### src/rtl/brcomp_pkg.sv
// Shared types for the branch-comparator arbiter.
// Optional statistics counters are enabled with the BRCOMP_ARB_STATS_EN macro.
package brcomp_pkg;

    localparam int unsigned NUM_PORTS = 2;
    localparam int unsigned DEFAULT_WIDTH = 16;

    // Compare request as issued by a requester (default operand width)
    typedef struct packed {
        logic [DEFAULT_WIDTH-1:0] rs1;
        logic [DEFAULT_WIDTH-1:0] rs2;
        logic                     unsigned_cmp;
    } cmp_req_t;

    // Compare result
    typedef struct packed {
        logic less;
        logic equal;
    } cmp_rsp_t;

    typedef enum logic [0:0] {
        StIdle,
        StResp
    } arb_state_e;

endpackage

### src/rtl/brcmp_core.sv
// Purely combinational WIDTH-bit branch comparator (signed/unsigned less, equal).
module brcmp_core
    import brcomp_pkg::*;
#(
    parameter int unsigned WIDTH = 16
) (
    input  logic [WIDTH-1:0] rs1_i,
    input  logic [WIDTH-1:0] rs2_i,
    input  logic             unsigned_i,
    output cmp_rsp_t         rsp_o
);

    logic [WIDTH:0] diff;

    // Subtract at WIDTH+1 bits so the top bit is the unsigned borrow
    always_comb begin
        diff        = {1'b0, rs1_i} - {1'b0, rs2_i};
        rsp_o.equal = (rs1_i == rs2_i);
        if (unsigned_i) begin
            rsp_o.less = diff[WIDTH];
        end else if (rs1_i[WIDTH-1] != rs2_i[WIDTH-1]) begin
            // Differing signs: the negative operand is the smaller one
            rsp_o.less = rs1_i[WIDTH-1];
        end else begin
            rsp_o.less = diff[WIDTH-1];
        end
    end

endmodule

### src/rtl/brcomp_arb.sv
// Two-port round-robin arbiter sharing one branch comparator.
// Define BRCOMP_ARB_STATS_EN to add saturating grant/stall counters.
module brcomp_arb
    import brcomp_pkg::*;
#(
    parameter int unsigned WIDTH = 16,
    parameter int unsigned CNT_W = 16
) (
    input  logic                              clk_i,
    input  logic                              rst_ni,
    input  logic [NUM_PORTS-1:0]              req_valid_i,
    output logic [NUM_PORTS-1:0]              req_ready_o,
    input  logic [NUM_PORTS-1:0][WIDTH-1:0]   rs1_data_i,
    input  logic [NUM_PORTS-1:0][WIDTH-1:0]   rs2_data_i,
    input  logic [NUM_PORTS-1:0]              br_unsigned_i,
    output logic [NUM_PORTS-1:0]              rsp_valid_o,
    input  logic [NUM_PORTS-1:0]              rsp_ready_i,
    output logic                              br_less_o,
    output logic                              br_equal_o
`ifdef BRCOMP_ARB_STATS_EN
    ,
    output logic [NUM_PORTS-1:0][CNT_W-1:0]   grant_cnt_o,
    output logic [CNT_W-1:0]                  stall_cnt_o
`endif
);

    arb_state_e           state_q;
    logic                 own_q;
    logic                 last_q;
    logic                 less_q;
    logic                 equal_q;

    logic                 free;
    logic [NUM_PORTS-1:0] grant;
    logic [NUM_PORTS-1:0] accept;
    logic                 accept_any;
    logic                 sel;
    cmp_rsp_t             cmp_rsp;

    // Slot availability and round-robin grant; last_q loses a tie
    always_comb begin
        free = (state_q == StIdle) || ((state_q == StResp) && rsp_ready_i[own_q]);
        case (req_valid_i)
            2'b01:   grant = 2'b01;
            2'b10:   grant = 2'b10;
            2'b11:   grant = last_q ? 2'b01 : 2'b10;
            default: grant = 2'b00;
        endcase
        req_ready_o = free ? grant : 2'b00;
        accept      = req_valid_i & req_ready_o;
        accept_any  = |accept;
        sel         = grant[1];
    end

    brcmp_core #(
        .WIDTH (WIDTH)
    ) u_core (
        .rs1_i      (rs1_data_i[sel]),
        .rs2_i      (rs2_data_i[sel]),
        .unsigned_i (br_unsigned_i[sel]),
        .rsp_o      (cmp_rsp)
    );

    // Response valid is steered to the owner only
    always_comb begin
        rsp_valid_o = 2'b00;
        if (state_q == StResp) begin
            rsp_valid_o[own_q] = 1'b1;
        end
    end

    assign br_less_o  = less_q;
    assign br_equal_o = equal_q;

    // Arbiter FSM with registered result; an accept overrides the handshake drain
    always_ff @(posedge clk_i or negedge rst_ni) begin
        if (!rst_ni) begin
            state_q <= StIdle;
            own_q   <= 1'b0;
            last_q  <= 1'b1;
            less_q  <= 1'b0;
            equal_q <= 1'b0;
        end else if (accept_any) begin
            state_q <= StResp;
            own_q   <= accept[1];
            last_q  <= accept[1];
            less_q  <= cmp_rsp.less;
            equal_q <= cmp_rsp.equal;
        end else if ((state_q == StResp) && rsp_ready_i[own_q]) begin
            state_q <= StIdle;
        end
    end

`ifdef BRCOMP_ARB_STATS_EN
    logic [NUM_PORTS-1:0][CNT_W-1:0] grant_cnt_q;
    logic [CNT_W-1:0]                stall_cnt_q;

    // Saturating per-port accept counters and contention/stall counter
    always_ff @(posedge clk_i or negedge rst_ni) begin
        if (!rst_ni) begin
            grant_cnt_q <= '0;
            stall_cnt_q <= '0;
        end else begin
            for (int n = 0; n < NUM_PORTS; n++) begin
                if (accept[n] && (grant_cnt_q[n] != {CNT_W{1'b1}})) begin
                    grant_cnt_q[n] <= grant_cnt_q[n] + 1'b1;
                end
            end
            if ((|req_valid_i) && !accept_any && (stall_cnt_q != {CNT_W{1'b1}})) begin
                stall_cnt_q <= stall_cnt_q + 1'b1;
            end
        end
    end

    assign grant_cnt_o = grant_cnt_q;
    assign stall_cnt_o = stall_cnt_q;
`else
    logic unused_cnt_w;
    assign unused_cnt_w = |CNT_W;
`endif

endmodule
### config.mk
export PLATFORM = sky130hd
export DESIGN_NAME = brcomp_arb
export DESIGN_NICKNAME = d
export VERILOG_FILES = /design/src/rtl/brcomp_pkg.sv /design/src/rtl/brcmp_core.sv /design/src/rtl/brcomp_arb.sv
export SDC_FILE = /design/constraint.sdc
export NUM_CORES = 1
export LEC_CHECK = 0
export BUFFER_PORTS_ARGS = -buffer_cell sky130_fd_sc_hd__buf_4
export CORE_MARGIN = 5
export CORE_UTILIZATION = 36
export DETAILED_ROUTE_END_ITERATION = 8
export PLACE_DENSITY_LB_ADDON = 0.05
export SYNTH_ARGS = -nofsm -noshare
export SYNTH_HDL_FRONTEND = slang
export SYNTH_SLANG_ARGS = --single-unit
### constraint.sdc
create_clock -name clk_i -period 2.96 [get_ports clk_i]
set_clock_uncertainty 0.15 [all_clocks]
set_input_delay 0.592 -clock clk_i [delete_from_list [all_inputs] [get_ports clk_i]]
set_output_delay 0.592 -clock clk_i [all_outputs]
set_load 0.005 [all_outputs]
# Word level (Yosys, flattened, before mapping)

Index checks and enable logic that the tools add are counted.

Register bits after elaboration: 5
Input port bits: 72
Output and inout bits: 6
Word-level logic and storage cells: 39

$add $sub $neg: 1
Order comparisons: 3
Eq/ne operators: 5
Muxes and demuxes: 18
Bitwise logic cells: 2
Reduce and logical (&&, ||, !) cells: 5

Operator list:

| cell                 | number |
|---|---|
| $mux W16             | 4 |
| $sub A16 B16 Y17     | 1 |
| $eq A16 B16 Y1       | 1 |
| $mux W1              | 9 |
| $mux W2              | 3 |
| $pmux W2 S3          | 1 |
| $eq A2 B2 Y1 const B | 2 |
| $lt A1 B2 Y1 const B | 2 |
| $and A2 B2 Y2        | 1 |
| $eq A2 B1 Y1 const B | 1 |
| $logic_and A1 B1 Y1  | 2 |
| $reduce_bool A2 Y1   | 1 |
| $reduce_or A2 Y1     | 1 |
| $demux W1 S1         | 1 |
| $ge A1 B1 Y1 const B | 1 |
| $logic_or A1 B1 Y1   | 1 |
| $ne A1 B1 Y1         | 1 |
| $not A1 Y1           | 1 |

# Longest topological paths before layout

Depth after elaboration: 8
Gate-level depth with buffers: 13
Depth with buffers taken out: 12

# Modules after synthesis

Synthesis repeated with hierarchy kept, for this count alone.

Cell total of the unflattened synthesis: 117
Area total of the unflattened synthesis: 1138.6 sq um

By module, submodules not included:

| module     | times used | cells an instance | area each (sq um) | seq. area each (sq um) |
|---|---|---|---|---|
| brcomp_arb | 1          | 60                | 686.9             | 126.4 |
| brcmp_core | 1          | 57                | 451.7             | 0.0 |

# Worst setup path after synthesis

OpenSTA, ideal clock, no wires.

Path kind: in2reg
From: input port req_valid_i[1]
To: register less_q (netlist: br_less_o)
Library setup time: 0.126 ns
Arrival time: 3.048 ns
Required time: 2.684 ns
Setup slack: -0.364 ns
Stages on the path: 13
Path buffers: 1
Cells stage by stage: a21boi_4 -> buf_2 -> mux2_2 -> ha_1 -> o211ai_1 -> a22oi_1 -> o21ai_0 -> o21ai_0 -> a311oi_1 -> fa_1 -> nand2_1 -> nor2_1 -> a221o_1

Word-level cells in the longest chain between the ends: 7
Elaborated cells on any way between the ends: 17
Classes of those cells: add/sub (1); eq/ne (4); mux (10); bitwise (1); reduce/logical (1)

Ends and longest elaborated chain:

| item                                             | RTL line                           | source |
|---|---|---|
| from (decl)                                      | brcomp_arb.sv:11                   | `input logic [NUM_PORTS-1:0] req_valid_i,` |
| $eq A2 B2 Y1 or $eq A2 B1 Y1 (tied branches)     | brcomp_arb.sv:43                   | `case (req_valid_i)` |
| $pmux W2 S3                                      | brcomp_arb.sv:43                   |  |
| $mux W16 (on tied branches) (2 in series)        | brcomp_arb.sv:58, brcomp_arb.sv:59 |  |
| $sub A16 B16 Y17 or $ne A1 B1 Y1 (tied branches) | brcmp_core.sv:17, brcmp_core.sv:21 |  |
| $mux W1                                          | brcmp_core.sv:21                   | `end else if (rs1_i[WIDTH-1] != rs2_i[WIDTH-1]) begin` |
| $mux W1                                          | brcmp_core.sv:19                   | `if (unsigned_i) begin` |
| to (signal assigned)                             | brcomp_arb.sv:87                   | `less_q <= cmp_rsp.less;` |
| to (decl)                                        | brcomp_arb.sv:30                   | `logic less_q;` |

Parallel ways exist; a longest one is shown, timed or not. The select of a mux whose other input is x is not followed.
A chain may end at the register's enable or synchronous reset.

# Worst setup path in the final report

Ends and elaborated chain as after synthesis.

==> flow_metrics.py <==
metrics = {
    "timing": {
        "setup_tns_ns": -0.125,
        "fmax_ghz": 0.324,
        "fin_ws_ns": -0.125,
        "slew_violations": 0,
        "worstMarginPinSlew_ns": 0.503,
        "finalSetupViolations": 1,
        "slew_headroom": 0.661,
        "final_hold_viol_count": 0,
        "fin_crit_ns": 3.09,
        "fin_crit_sh": 1.04,
        "rsz0062_at_grt": "yes",
    },
    "power": {
        "ir_worst_vdd_mv": 0.373,
        "power-per-cell-area_mw_per_mm2": 412,
        "p_total_uw": 781,
        "leakagePower_uw": 0.000966,
    },
    "critical_path": {
        "crit_arrival_ns": 3.07,
        "cp_num_buf_inv": 2,
        "cpMostUsedCell": "o21ai_1",
        "cp_max_fo": 15,
        "cp_top_family": "compound AO/OA/AOI/OAI gates",
        "worst_ep_required_time_ns": 2.94,
        "cp_slowest_stage_delay_ns": 0.35,
        "critPathLaunchType": "input pin",
        "path_cells": "buf_6 > a21boi_4 > buf_12 > mux2_4 > ha_4 > o211ai_1 > a22oi_1 > o21ai_1 > o21ai_1 > a311oi_2 > fa_2 > nand2_1 > nor2_1 > a221o_1",
        "critPathKind": "input pin to flip-flop",
        "cp_slowest_cell": "fa_2",
        "critPathCaptureType": "flip-flop",
    },
    "final_layout": {
        "drive_gt1_frac": 0.591,
        "final_cell_mix": "92 x buf_4, 17 x mux2i_1, 13 x mux2_2, 13 x ha_1",
        "final_common_cell": "buf_4",
        "fin_area_mm2": 0.00190,
        "antenna_cells": 0,
        "syn_to_final_growth_pct": 85.9,
        "fin_cells": 239,
        "nets": 298,
    },
    "status": {
        "outcome": "finished with violations",
        "failed_checks": "setup timing",
    },
    "flow_run": {
        "max_cap_violations": 0,
    },
    "synth": {
        "synth_area_per_cell_um2": 9.27,
        "syn_inst": 110,
        "syn_area_mm2": 0.00102,
        "ys_seq_area_frac": 0.124,
        "synth_fp_nets": 199,
        "ys_seq_elements": 5,
        "synth_warnings": 0,
        "ys.flop_type": "dfrtp_1",
        "synth_async_sr_flop_share": 1.00,
        "yosysUniqueCellTypes": 31,
        "synth_edf_count": 0,
    },
    "place": {
        "hpwl_mm": 2.85,
        "io_buffers": 77,
        "dp.cells": 234,
        "gp_routability_congestion": 0.772,
        "dpl_cell_area_mm2": 0.00184,
    },
    "global_route": {
        "grt_pass1_vias": 1314,
        "grt_pass1_wl_mm": 5.56,
        "grt_antenna_before_repair": 0,
        "grtUsageTotal": 0.165,
        "overflow": 0,
        "grt_max_degree": 16,
    },
    "worst_hold_path": {
        "hold_path.class": "flip-flop to flip-flop",
    },
    "clocking": {
        "post_cts_buffers": 0,
        "cts.sinks": 5,
        "clk_pin_slew_ns": 0.04,
        "cts_buffers": 3,
        "clk_latency_ns": 0.25,
        "root_buffer": "clkbuf_4",
        "clockBufferDepth": 2,
        "cts_tree": "yes",
        "htreeDepth": 1,
    },
    "floorplan": {
        "pin_count": 78,
        "die_h_um": 63.2,
        "initial_utilization": 0.373,
        "die_x_um": 63.2,
        "dieArea_mm2": 0.00400,
        "core_mm2": 0.00273,
        "rows": 19,
    },
    "route": {
        "postRouteAntennaNets": 0,
        "firstDrtPassIters": 4,
        "route.detailed.drc": 0,
        "drt-total-wl_mm": 3.23,
        "viasPerCell": 5.15,
        "drt_iter0_drc": 15,
        "routed-via-count": 1232,
        "wl_per_cell_um": 13.5,
    },
}
path summary, 6_finish.rpt:
check	to	slack (ns)	start	depth (start not counted)
min	br_equal_o$_DFFE_PN0P_	0.34	br_equal_o$_DFFE_PN0P_	2
max reg2reg	br_less_o$_DFFE_PN0P_	-0.09	last_q$_DFFE_PN1P_	13
max	br_less_o$_DFFE_PN0P_	-0.13	req_valid_i[1]	14
min reg2reg	br_equal_o$_DFFE_PN0P_	0.34	br_equal_o$_DFFE_PN0P_	2
max in group asynchronous	last_q$_DFFE_PN1P_	1.93	rst_ni	2
min in group asynchronous	br_equal_o$_DFFE_PN0P_	0.53	rst_ni	2
cell type report:
type,instances,area (um^2)
Multi-Input combinational cell,101,937
Fill cell,218,838
Timing Repair Buffer,97,763
Sequential cell,5,126
Tap cell,31,38.8
Clock buffer,4,26.3
Inverter,1,3.75
repair_timing:
action | in CTS | in global routing
hold buffers | 1 | 0
resized for setup | 0 | 4
hold endpoints to repair | 4 | 0
setup endpoints to repair | 1 | 2
gates cloned | 0 | 0
pin swaps | 0 | 1
per-layer routing:
layer | global-route usage | vias to the layer above | wire (um)
li1 | - | 619 | -
met1 | 0.162 | 565 | 1100
met2 | 0.336 | 46 | 1860
met3 | 0.0355 | 2 | 250
met4 | 0.0468 | 0 | 17
met5 | 0 | - | 0
cell usage after synthesis, types with 2 or more instances:
cell type,instances,area [um^2]
a21o_1,3,22.5
a21oi_1,7,35.0
and2_1,2,12.5
and3_1,2,12.5
buf_2,2,10.0
dfrtp_1,4,100
ha_1,16,200
mux2_2,16,180
mux2i_1,18,180
nand2_1,6,22.5
nand2b_1,2,12.5
nand4_1,2,12.5
nor2_1,7,26.3
nor2b_1,2,12.5
o21ai_0,5,25.0
power by group:
part           internal [uW]  switching, uW  leakage (uW)
logic                    350            232      0.000893
clock network           51.1           29.8     0.0000150
registers               96.4           21.9     0.0000581
flip-flops by register name, indices dropped and copies added, names as in the netlist:
name        cells
last_q          1
br_equal_o      1
state_q         1
own_q           1
br_less_o       1
logic make-up (layout without fill, tap and decap cells):
group | Yosys count | in the layout | share of synthesized area
muxes | 34 | 34 | 0.353
adders and majority gates | 17 | 17 | 0.216
AOI/OAI and AO/OA | 23 | 23 | 0.158
DFF | 5 | 5 | 0.124
buffers and inverters | 4 | 102 | 0.0172
and+or+nand+nor | 27 | 27 | 0.131
stage by stage:
stage | setup slack (ns) | util | hold WS [ns]
after global placement | -0.275 | 0.674 | 0.246
after CTS | -0.140 | 0.687 | 0.348
after floorplan | -0.118 | - | 0.146
after global routing | -0.252 | 0.693 | 0.401
final | -0.125 | 0.693 | 0.338
after detailed placement | -0.413 | 0.674 | 0.248
tightest hold or removal path, delay by kind of cell, from the launching register on:
family           cells  cell delay, ns
AO/OA/AOI/OAI        1            0.05
flip-flops           1            0.35
AND/OR/NAND/NOR      1            0.05
No activity file was read; power rests on OpenSTA's default activity.
